`src/rtl/uart_pkg.sv`:
```
// ============================================================
// Module   : uart_pkg
// Brief    : Shared UART constants, FSM state types and helpers.
// Revision : 1.0 - initial release
// ============================================================
`default_nettype none

package uart_pkg;

    localparam int c_PARITY_NONE = 0;
    localparam int c_PARITY_ODD  = 1;
    localparam int c_PARITY_EVEN = 2;

    typedef enum logic [2:0] {
        TX_IDLE   = 3'd0,
        TX_START  = 3'd1,
        TX_DATA   = 3'd2,
        TX_PARITY = 3'd3,
        TX_STOP   = 3'd4
    } tx_state_t;

    typedef enum logic [2:0] {
        RX_IDLE      = 3'd0,
        RX_START     = 3'd1,
        RX_DATA      = 3'd2,
        RX_PARITY    = 3'd3,
        RX_STOP      = 3'd4,
        RX_WAIT_HIGH = 3'd5
    } rx_state_t;

    // Clocks per 16x oversampling tick, rounded to nearest.
    function automatic int calc_div(input int clock_rate, input int baud_rate);
        int div;
        div = (clock_rate + 8 * baud_rate) / (16 * baud_rate);
        return (div < 1) ? 1 : div;
    endfunction

    function automatic logic parity_bit(input logic data_xor, input int mode);
        return (mode == c_PARITY_ODD) ? ~data_xor : data_xor;
    endfunction

endpackage

`default_nettype wire

```
`src/rtl/uart_baud_tick.sv`:
```
// ============================================================
// Module   : uart_baud_tick
// Brief    : Divide-by-DIV tick generator with synchronous clear.
// Revision : 1.0 - initial release
// ============================================================
`default_nettype none

module uart_baud_tick #(
    parameter int DIV = 16
) (
    input  logic clk,
    input  logic rst,
    input  logic i_clear,
    output logic o_tick
);

    localparam int                 c_CNT_W = (DIV > 1) ? $clog2(DIV) : 1;
    localparam logic [c_CNT_W-1:0] c_LAST  = c_CNT_W'(DIV - 1);
    localparam logic [c_CNT_W-1:0] c_ONE   = c_CNT_W'(1);

    logic [c_CNT_W-1:0] r_cnt;

    always_ff @(posedge clk) begin
        if (rst || i_clear) begin
            r_cnt <= '0;
        end else if (r_cnt == c_LAST) begin
            r_cnt <= '0;
        end else begin
            r_cnt <= r_cnt + c_ONE;
        end
    end

    assign o_tick = (r_cnt == c_LAST);

endmodule

`default_nettype wire

```
`src/rtl/uart_core.sv`:
```
// ============================================================
// Module   : uart_core
// Brief    : Full-duplex UART, 16x oversampled receiver.
// Revision : 1.0 - initial release
// ============================================================
`default_nettype none

module uart_core
    import uart_pkg::*;
#(
    parameter int CLOCK_RATE = 100000000,
    parameter int BAUD_RATE  = 9600,
    parameter int DATA_BITS  = 8,
    parameter int PARITY     = 0,
    parameter int STOP_BITS  = 1
) (
    input  logic                 i_Clk,
    input  logic                 i_Rst,
    input  logic [DATA_BITS-1:0] i_Tx_Data,
    input  logic                 i_Tx_Valid,
    output logic                 o_Tx_Ready,
    output logic                 o_Tx,
    input  logic                 i_Rx,
    output logic [DATA_BITS-1:0] o_Rx_Data,
    output logic                 o_Rx_Valid,
    output logic                 o_Parity_Err,
    output logic                 o_Frame_Err
);

    localparam int         c_DIV        = calc_div(CLOCK_RATE, BAUD_RATE);
    localparam logic [3:0] c_LAST_TICK  = 4'd15;
    localparam logic [3:0] c_MID_TICK   = 4'd7;
    localparam logic [3:0] c_LAST_DATA  = 4'(DATA_BITS - 1);
    localparam logic [3:0] c_LAST_STOP  = 4'(STOP_BITS - 1);
    localparam bit         c_HAS_PARITY = (PARITY != c_PARITY_NONE);

    // ---------------- transmitter ----------------
    tx_state_t            r_tx_state, w_tx_state_nxt;
    logic [DATA_BITS-1:0] r_tx_shift, w_tx_shift_nxt;
    logic [3:0]           r_tx_ticks, w_tx_ticks_nxt;
    logic [3:0]           r_tx_idx,   w_tx_idx_nxt;
    logic                 r_tx_par,   w_tx_par_nxt;
    logic                 r_tx_line,  w_tx_line_nxt;
    logic                 w_tx_clear, w_tx_tick, w_tx_bit_end;

    uart_baud_tick #(.DIV(c_DIV)) u_tx_tick (
        .clk     (i_Clk),
        .rst     (i_Rst),
        .i_clear (w_tx_clear),
        .o_tick  (w_tx_tick)
    );

    always_ff @(posedge i_Clk) begin
        if (i_Rst) begin
            r_tx_state <= TX_IDLE;
            r_tx_shift <= '0;
            r_tx_ticks <= '0;
            r_tx_idx   <= '0;
            r_tx_par   <= 1'b0;
            r_tx_line  <= 1'b1;
        end else begin
            r_tx_state <= w_tx_state_nxt;
            r_tx_shift <= w_tx_shift_nxt;
            r_tx_ticks <= w_tx_ticks_nxt;
            r_tx_idx   <= w_tx_idx_nxt;
            r_tx_par   <= w_tx_par_nxt;
            r_tx_line  <= w_tx_line_nxt;
        end
    end

    always_comb begin
        w_tx_state_nxt = r_tx_state;
        w_tx_shift_nxt = r_tx_shift;
        w_tx_ticks_nxt = w_tx_tick ? r_tx_ticks + 4'd1 : r_tx_ticks;
        w_tx_idx_nxt   = r_tx_idx;
        w_tx_par_nxt   = r_tx_par;
        w_tx_line_nxt  = 1'b1;
        w_tx_clear     = 1'b0;
        w_tx_bit_end   = w_tx_tick && (r_tx_ticks == c_LAST_TICK);

        case (r_tx_state)
            TX_IDLE: begin
                if (i_Tx_Valid) begin
                    w_tx_state_nxt = TX_START;
                    w_tx_shift_nxt = i_Tx_Data;
                    w_tx_par_nxt   = parity_bit(^i_Tx_Data, PARITY);
                    w_tx_ticks_nxt = '0;
                    w_tx_clear     = 1'b1;
                end
            end
            TX_START: begin
                if (w_tx_bit_end) begin
                    w_tx_state_nxt = TX_DATA;
                    w_tx_idx_nxt   = '0;
                end
            end
            TX_DATA: begin
                if (w_tx_bit_end) begin
                    w_tx_shift_nxt = r_tx_shift >> 1;
                    if (r_tx_idx == c_LAST_DATA) begin
                        w_tx_state_nxt = c_HAS_PARITY ? TX_PARITY : TX_STOP;
                        w_tx_idx_nxt   = '0;
                    end else begin
                        w_tx_idx_nxt   = r_tx_idx + 4'd1;
                    end
                end
            end
            TX_PARITY: begin
                if (w_tx_bit_end) begin
                    w_tx_state_nxt = TX_STOP;
                    w_tx_idx_nxt   = '0;
                end
            end
            TX_STOP: begin
                if (w_tx_bit_end) begin
                    if (r_tx_idx == c_LAST_STOP) begin
                        w_tx_state_nxt = TX_IDLE;
                    end else begin
                        w_tx_idx_nxt   = r_tx_idx + 4'd1;
                    end
                end
            end
            default: w_tx_state_nxt = TX_IDLE;
        endcase

        // Line level is decoded from the next state so o_Tx is a clean flop.
        case (w_tx_state_nxt)
            TX_START:  w_tx_line_nxt = 1'b0;
            TX_DATA:   w_tx_line_nxt = w_tx_shift_nxt[0];
            TX_PARITY: w_tx_line_nxt = w_tx_par_nxt;
            default:   w_tx_line_nxt = 1'b1;
        endcase
    end

    assign o_Tx       = r_tx_line;
    assign o_Tx_Ready = (r_tx_state == TX_IDLE);

    // ---------------- receiver ----------------
    logic                 r_rx_meta, r_rx_sync, r_rx_armed;
    logic [1:0]           r_rx_fill;
    rx_state_t            r_rx_state,   w_rx_state_nxt;
    logic [DATA_BITS-1:0] r_rx_shift,   w_rx_shift_nxt;
    logic [3:0]           r_rx_ticks,   w_rx_ticks_nxt;
    logic [3:0]           r_rx_idx,     w_rx_idx_nxt;
    logic                 r_rx_par_bit, w_rx_par_bit_nxt;
    logic [DATA_BITS-1:0] r_rx_data,    w_rx_data_nxt;
    logic                 r_rx_valid,   w_rx_valid_nxt;
    logic                 r_par_err,    w_par_err_nxt;
    logic                 r_frm_err,    w_frm_err_nxt;
    logic                 w_rx_tick, w_rx_sample;

    uart_baud_tick #(.DIV(c_DIV)) u_rx_tick (
        .clk     (i_Clk),
        .rst     (i_Rst),
        .i_clear (1'b0),
        .o_tick  (w_rx_tick)
    );

    // Arm only after a genuine high has passed through the synchroniser,
    // so a line held low across reset is never mistaken for a start bit.
    always_ff @(posedge i_Clk) begin
        if (i_Rst) begin
            r_rx_meta  <= 1'b1;
            r_rx_sync  <= 1'b1;
            r_rx_fill  <= 2'b00;
            r_rx_armed <= 1'b0;
        end else begin
            r_rx_meta  <= i_Rx;
            r_rx_sync  <= r_rx_meta;
            r_rx_fill  <= {r_rx_fill[0], 1'b1};
            if (r_rx_fill[1] && r_rx_sync) begin
                r_rx_armed <= 1'b1;
            end
        end
    end

    always_ff @(posedge i_Clk) begin
        if (i_Rst) begin
            r_rx_state   <= RX_IDLE;
            r_rx_shift   <= '0;
            r_rx_ticks   <= '0;
            r_rx_idx     <= '0;
            r_rx_par_bit <= 1'b0;
            r_rx_data    <= '0;
            r_rx_valid   <= 1'b0;
            r_par_err    <= 1'b0;
            r_frm_err    <= 1'b0;
        end else begin
            r_rx_state   <= w_rx_state_nxt;
            r_rx_shift   <= w_rx_shift_nxt;
            r_rx_ticks   <= w_rx_ticks_nxt;
            r_rx_idx     <= w_rx_idx_nxt;
            r_rx_par_bit <= w_rx_par_bit_nxt;
            r_rx_data    <= w_rx_data_nxt;
            r_rx_valid   <= w_rx_valid_nxt;
            r_par_err    <= w_par_err_nxt;
            r_frm_err    <= w_frm_err_nxt;
        end
    end

    always_comb begin
        w_rx_state_nxt   = r_rx_state;
        w_rx_shift_nxt   = r_rx_shift;
        w_rx_ticks_nxt   = w_rx_tick ? r_rx_ticks + 4'd1 : r_rx_ticks;
        w_rx_idx_nxt     = r_rx_idx;
        w_rx_par_bit_nxt = r_rx_par_bit;
        w_rx_data_nxt    = r_rx_data;
        w_rx_valid_nxt   = 1'b0;
        w_par_err_nxt    = r_par_err;
        w_frm_err_nxt    = r_frm_err;
        w_rx_sample      = w_rx_tick && (r_rx_ticks == c_LAST_TICK);

        case (r_rx_state)
            RX_IDLE: begin
                w_rx_ticks_nxt = '0;
                if (r_rx_armed && !r_rx_sync) begin
                    w_rx_state_nxt = RX_START;
                end
            end
            RX_START: begin
                if (w_rx_tick && (r_rx_ticks == c_MID_TICK)) begin
                    w_rx_ticks_nxt = '0;
                    w_rx_idx_nxt   = '0;
                    w_rx_state_nxt = r_rx_sync ? RX_IDLE : RX_DATA;
                end
            end
            RX_DATA: begin
                if (w_rx_sample) begin
                    w_rx_shift_nxt = {r_rx_sync, r_rx_shift[DATA_BITS-1:1]};
                    if (r_rx_idx == c_LAST_DATA) begin
                        w_rx_state_nxt = c_HAS_PARITY ? RX_PARITY : RX_STOP;
                    end else begin
                        w_rx_idx_nxt   = r_rx_idx + 4'd1;
                    end
                end
            end
            RX_PARITY: begin
                if (w_rx_sample) begin
                    w_rx_par_bit_nxt = r_rx_sync;
                    w_rx_state_nxt   = RX_STOP;
                end
            end
            RX_STOP: begin
                if (w_rx_sample) begin
                    w_rx_valid_nxt = 1'b1;
                    w_rx_data_nxt  = r_rx_shift;
                    w_par_err_nxt  = c_HAS_PARITY &&
                                     (r_rx_par_bit != parity_bit(^r_rx_shift, PARITY));
                    w_frm_err_nxt  = !r_rx_sync;
                    w_rx_state_nxt = r_rx_sync ? RX_IDLE : RX_WAIT_HIGH;
                end
            end
            RX_WAIT_HIGH: begin
                if (r_rx_sync) begin
                    w_rx_state_nxt = RX_IDLE;
                end
            end
            default: w_rx_state_nxt = RX_IDLE;
        endcase
    end

    assign o_Rx_Data    = r_rx_data;
    assign o_Rx_Valid   = r_rx_valid;
    assign o_Parity_Err = r_par_err;
    assign o_Frame_Err  = r_frm_err;

endmodule

`default_nettype wire

```
`config.mk`:
```
export PLATFORM = sky130hd
export DESIGN_NAME = uart_core
export DESIGN_NICKNAME = d
export VERILOG_FILES = /design/src/rtl/uart_pkg.sv /design/src/rtl/uart_baud_tick.sv /design/src/rtl/uart_core.sv
export SDC_FILE = /design/constraint.sdc
export NUM_CORES = 1
export LEC_CHECK = 0
export ABC_AREA = 1
export ABC_CLOCK_PERIOD_IN_PS = 1450
export CORE_ASPECT_RATIO = 0.8
export CORE_MARGIN = 4
export CORE_UTILIZATION = 53
export DETAILED_ROUTE_END_ITERATION = 8
export HOLD_SLACK_MARGIN = 0.02
export PLACE_DENSITY_LB_ADDON = 0.05
export SYNTH_ARGS = -nofsm -noshare
export SYNTH_HDL_FRONTEND = slang
export SYNTH_SLANG_ARGS = --single-unit
```
`constraint.sdc`:
```
create_clock -name i_Clk -period 1.45 [get_ports i_Clk]
set_input_delay 0.2175 -clock i_Clk [delete_from_list [all_inputs] [get_ports i_Clk]]
set_output_delay 0.2175 -clock i_Clk [all_outputs]
set_load 0.005 [all_outputs]
```
==> key figures <==
STA
  • Final Hold Fails: 0
  • Endpoints failing setup: 18
  • FMAX: 0.653 GHz
  • Fin. max-slew vios: 0
  • Tcrit/Tclk final: 1.06
  • Final setup TNS: -658 ps
  • PnR worst setup slack: -81.7 ps
  • Tmin final: between 1500 and 2000 ps
  • Worst Skew: around 13 ps
  • Worst hold margin: approximately 410 ps
  • Unrepaired setup endpoints after global routing: yes

Yosys
  • Register bit total from synthesis: 75
  • Area fraction of the dominant cell type after synthesis: 0.412
  • Syn_area_per_cell: a little over 7 um2
  • Seq/Total Area, Yosys: 0.412
  • Gate Count Post-Synth: around 500
  • Syn nets: around 530
  • Synth area leader: dfxtp_1
  • Synthesized area: between 3000 and 4000 um2
  • Primary FF master, synth: dfxtp_1
  • Largest cells by area after synthesis: dfxtp_1, nand2_1, a21oi_1, nor2_1, inv_1
  • Distinct cell type count after synthesis: 39
  • Asr flop ratio synth: 0
  • Post-synth EDFFs: 0
  • Warnings, synthesis: 0

Clocking
  • Sink Count: 75
  • Clk_lat worst skew: between 300 and 400 ps
  • Clock Tree Buf Depth: 2
  • Clock transition at path regs: roughly 80 ps
  • H-tree levels: 3
  • CTS root buf: clkbuf_8
  • CTS Buf Count: 9
  • CTS tree: done

Final layout
  • Fill cells: between 400 and 500
  • N_diodes: 0
  • Design Area, Final: 5310 um2
  • Nets: about 640
  • Register area: approximately 1500 um2
  • Area of the multi-input gates: between 2000 and 2500 um2
  • Area Overhead vs Synth: 45.6%
  • Share of cells above drive strength 1: 0.385
  • Final std cells w/o fill: between 700 and 800

Global routing
  • Initial antenna violation count: 0
  • First-pass GRT wire length: 14.2 mm
  • Tot GR Track Use: 0.211
  • Largest net degree at the start of global routing: 23
  • Overflow after GRT: 0
  • Number of global-route vias before repair: between 3000 and 4000

Setup path
  • Worst Setup SP: r_tx_ticks[1]$_SDFF_PP0_
  • Crit path required time: 1700 ps
  • R2r setup slk: -80 ps
  • CP Launch Type: register
  • Critical path class: reg -> reg
  • Nature of the critical path endpoint: register
  • CP arrival: approximately 1800 ps
  • Crit path max fanout: 6
  • Reg-to-reg startpoint: r_tx_ticks[1]$_SDFF_PP0_

Die
  • Area of the core: approximately 6500 um2
  • Die W: between 100 and 150 um
  • Die Y: between 80 and 90 um
  • Die ar.: around 8300 um2
  • Ports: 25
  • Starting Density: 0.558
  • Row count: 26

Routing
  • Drt pass-1 iters: 4
  • Initial drt markers: approximately 150
  • Residual DRC: 0
  • Routed Antenna Nets: 0
  • DR vias/cell: ~5.1
  • Via count: 3621
  • Final wirelength: between 9 and 10 mm
  • DR WL/cell: about 13 um

Power
  • Total Power: between 0.005 and 0.006 W
  • Peak VDD IR: 0.644 mV
  • Static Leak: between 2 and 2.5 nW
  • Pwr dens: between 900 and 1000 nW/um2

Hold path
  • Min-delay worst type: reg -> reg
  • Hold wc startpoint: r_rx_fill[0]$_DFF_P_

Placed design
  • Placed Cells: between 600 and 700
  • Buffers added on ports: 23
  • HPWL after DPL: between 5 and 6 mm
  • Post-DP Area: about 4500 um2
  • GPL Wtd Cong: 0.868

Run status
  • Failing checks: negative setup slack
  • Status: complete, but fails checks

Job
  • Max_cap viols: 0
## path summary, 6_finish.rpt
kind / to / cells after the start
hold / removal: r_rx_fill[1]$_SDFF_PP0_ / 2
hold reg to reg: r_rx_fill[1]$_SDFF_PP0_ / 2
setup / recovery: o_Tx$_SDFF_PP1_ / 11
setup reg to reg: o_Tx$_SDFF_PP1_ / 11
## cell usage after synthesis (2+ instances only)
library cell and instances:
ha_1 9, clkbuf_1 4, dfxtp_1 75, a31oi_1 2, or2_0 2, nor3_1 9
nand3_2 2, inv_2 12, or2_2 2, nor2_1 59, nand2_1 111, nor3b_1 5
nand2_2 7, a21oi_1 45, o21ai_0 24, inv_1 55, nor2_4 7, nand4_4 2
nor2_2 6, nand3_1 22, nand4_1 10, o21ai_1 10, buf_4 2, o21bai_1 3
xor2_1 5
## metrics by stage
| stage | util | worst slack (ps) |
|---|---|---|
| finish | 0.812 | -81.7 |
| global route | 0.812 | -203 |
| CTS | 0.740 | -85.2 |
| detailed placement | 0.682 | -123 |
| global placement | 0.682 | -66.2 |
| floorplan | - | -4.71 |
## kinds of logic after synthesis
family                     Yosys count  share of synthesized area
and+or+nand+nor                    249                      0.330
buffers and inverters               75                     0.0813
adders and majority gates            9                     0.0309
other                                1                    0.00103
DFF                                 75                      0.412
xor gates and xnor gates             5                     0.0120
AOI/OAI and AO/OA                   90                      0.134
## report_power, final
part | switching (W) | internal [W] | leakage [nW]
Clock | 0.000831 | 0.000863 | 0.109
Combinational | 0.000814 | 0.000549 | 1.62
Sequential | 0.0000936 | 0.00215 | 0.621
Total | 0.00174 | 0.00356 | 2.35
## registers in the layout (all words and copies together) (netlist names), 2 cells and up
signal / count
r_tx_shift: 8
r_rx_state: 3
u_tx_tick.r_cnt: 10
r_rx_shift: 8
u_rx_tick.r_cnt: 10
r_rx_ticks: 4
r_rx_idx: 4
r_tx_ticks: 4
o_Rx_Data: 8
r_rx_fill: 2
r_tx_idx: 4
r_tx_state: 3
## cells in the final DEF (no fill, tap or decap), types with 3 or more instances in the layout
| master | n |
|---|---|
| nand2_1 | 94 |
| buf_4 | 70 |
| inv_1 | 51 |
| dfxtp_1 | 50 |
| nor2_1 | 48 |
| a21oi_1 | 37 |
| nand3_1 | 21 |
| dfxtp_2 | 21 |
| clkdlybuf4s50_1 | 17 |
| nand2_2 | 16 |
| o21ai_2 | 16 |
| nor2_4 | 14 |
| inv_2 | 13 |
| buf_6 | 13 |
| nor2_2 | 10 |
| o21ai_1 | 10 |
| nand4_1 | 10 |
| clkbuf_8 | 10 |
| nand2_4 | 9 |
| o21ai_0 | 9 |
| a21oi_2 | 8 |
| ha_4 | 7 |
| nor3_1 | 6 |
| xor2_1 | 5 |
| dlymetal6s2s_1 | 5 |
| dfxtp_4 | 4 |
| inv_4 | 3 |
| nor3b_1 | 3 |
| o21bai_1 | 3 |
## worst max-delay path, cell delays in order (launching register included)
cell	delay (ps)
dfxtp_2	360
ha_4	150
nand2_4	50
nor2_4	120
nand4_4	180
buf_4	190
nand2_1	50
nand3_1	90
nand2_1	70
nand3_1	70
nand2_1	70
nand2_1	40
## layer usage
| layer | track usage | vias up | part of all wire |
|---|---|---|---|
| met5 | 0 | - | 0 |
| met4 | 0.0754 | 0 | 0.023 |
| met3 | 0.0470 | 21 | 0.046 |
| met2 | 0.363 | 86 | 0.50 |
| met1 | 0.262 | 1665 | 0.43 |
| li1 | - | 1849 | - |
## timing repair
action / 4_1_cts / 5_1_grt
hold buffers: 0 / 0
pin swaps: 20 / 31
buffers inserted: 7 / 18
resized for setup: 40 / 112
setup endpoints to repair: 39 / 65
## layout make-up
type                       count  area share
clock buffer                  10      0.0259
clock inverter                 6      0.0137
inverter                      68      0.0495
multi-input combinational    354       0.422
sequential                    75       0.290
tap                           84      0.0198
timing repair buffer         108       0.179
No activity file was read; power rests on OpenSTA's default activity.
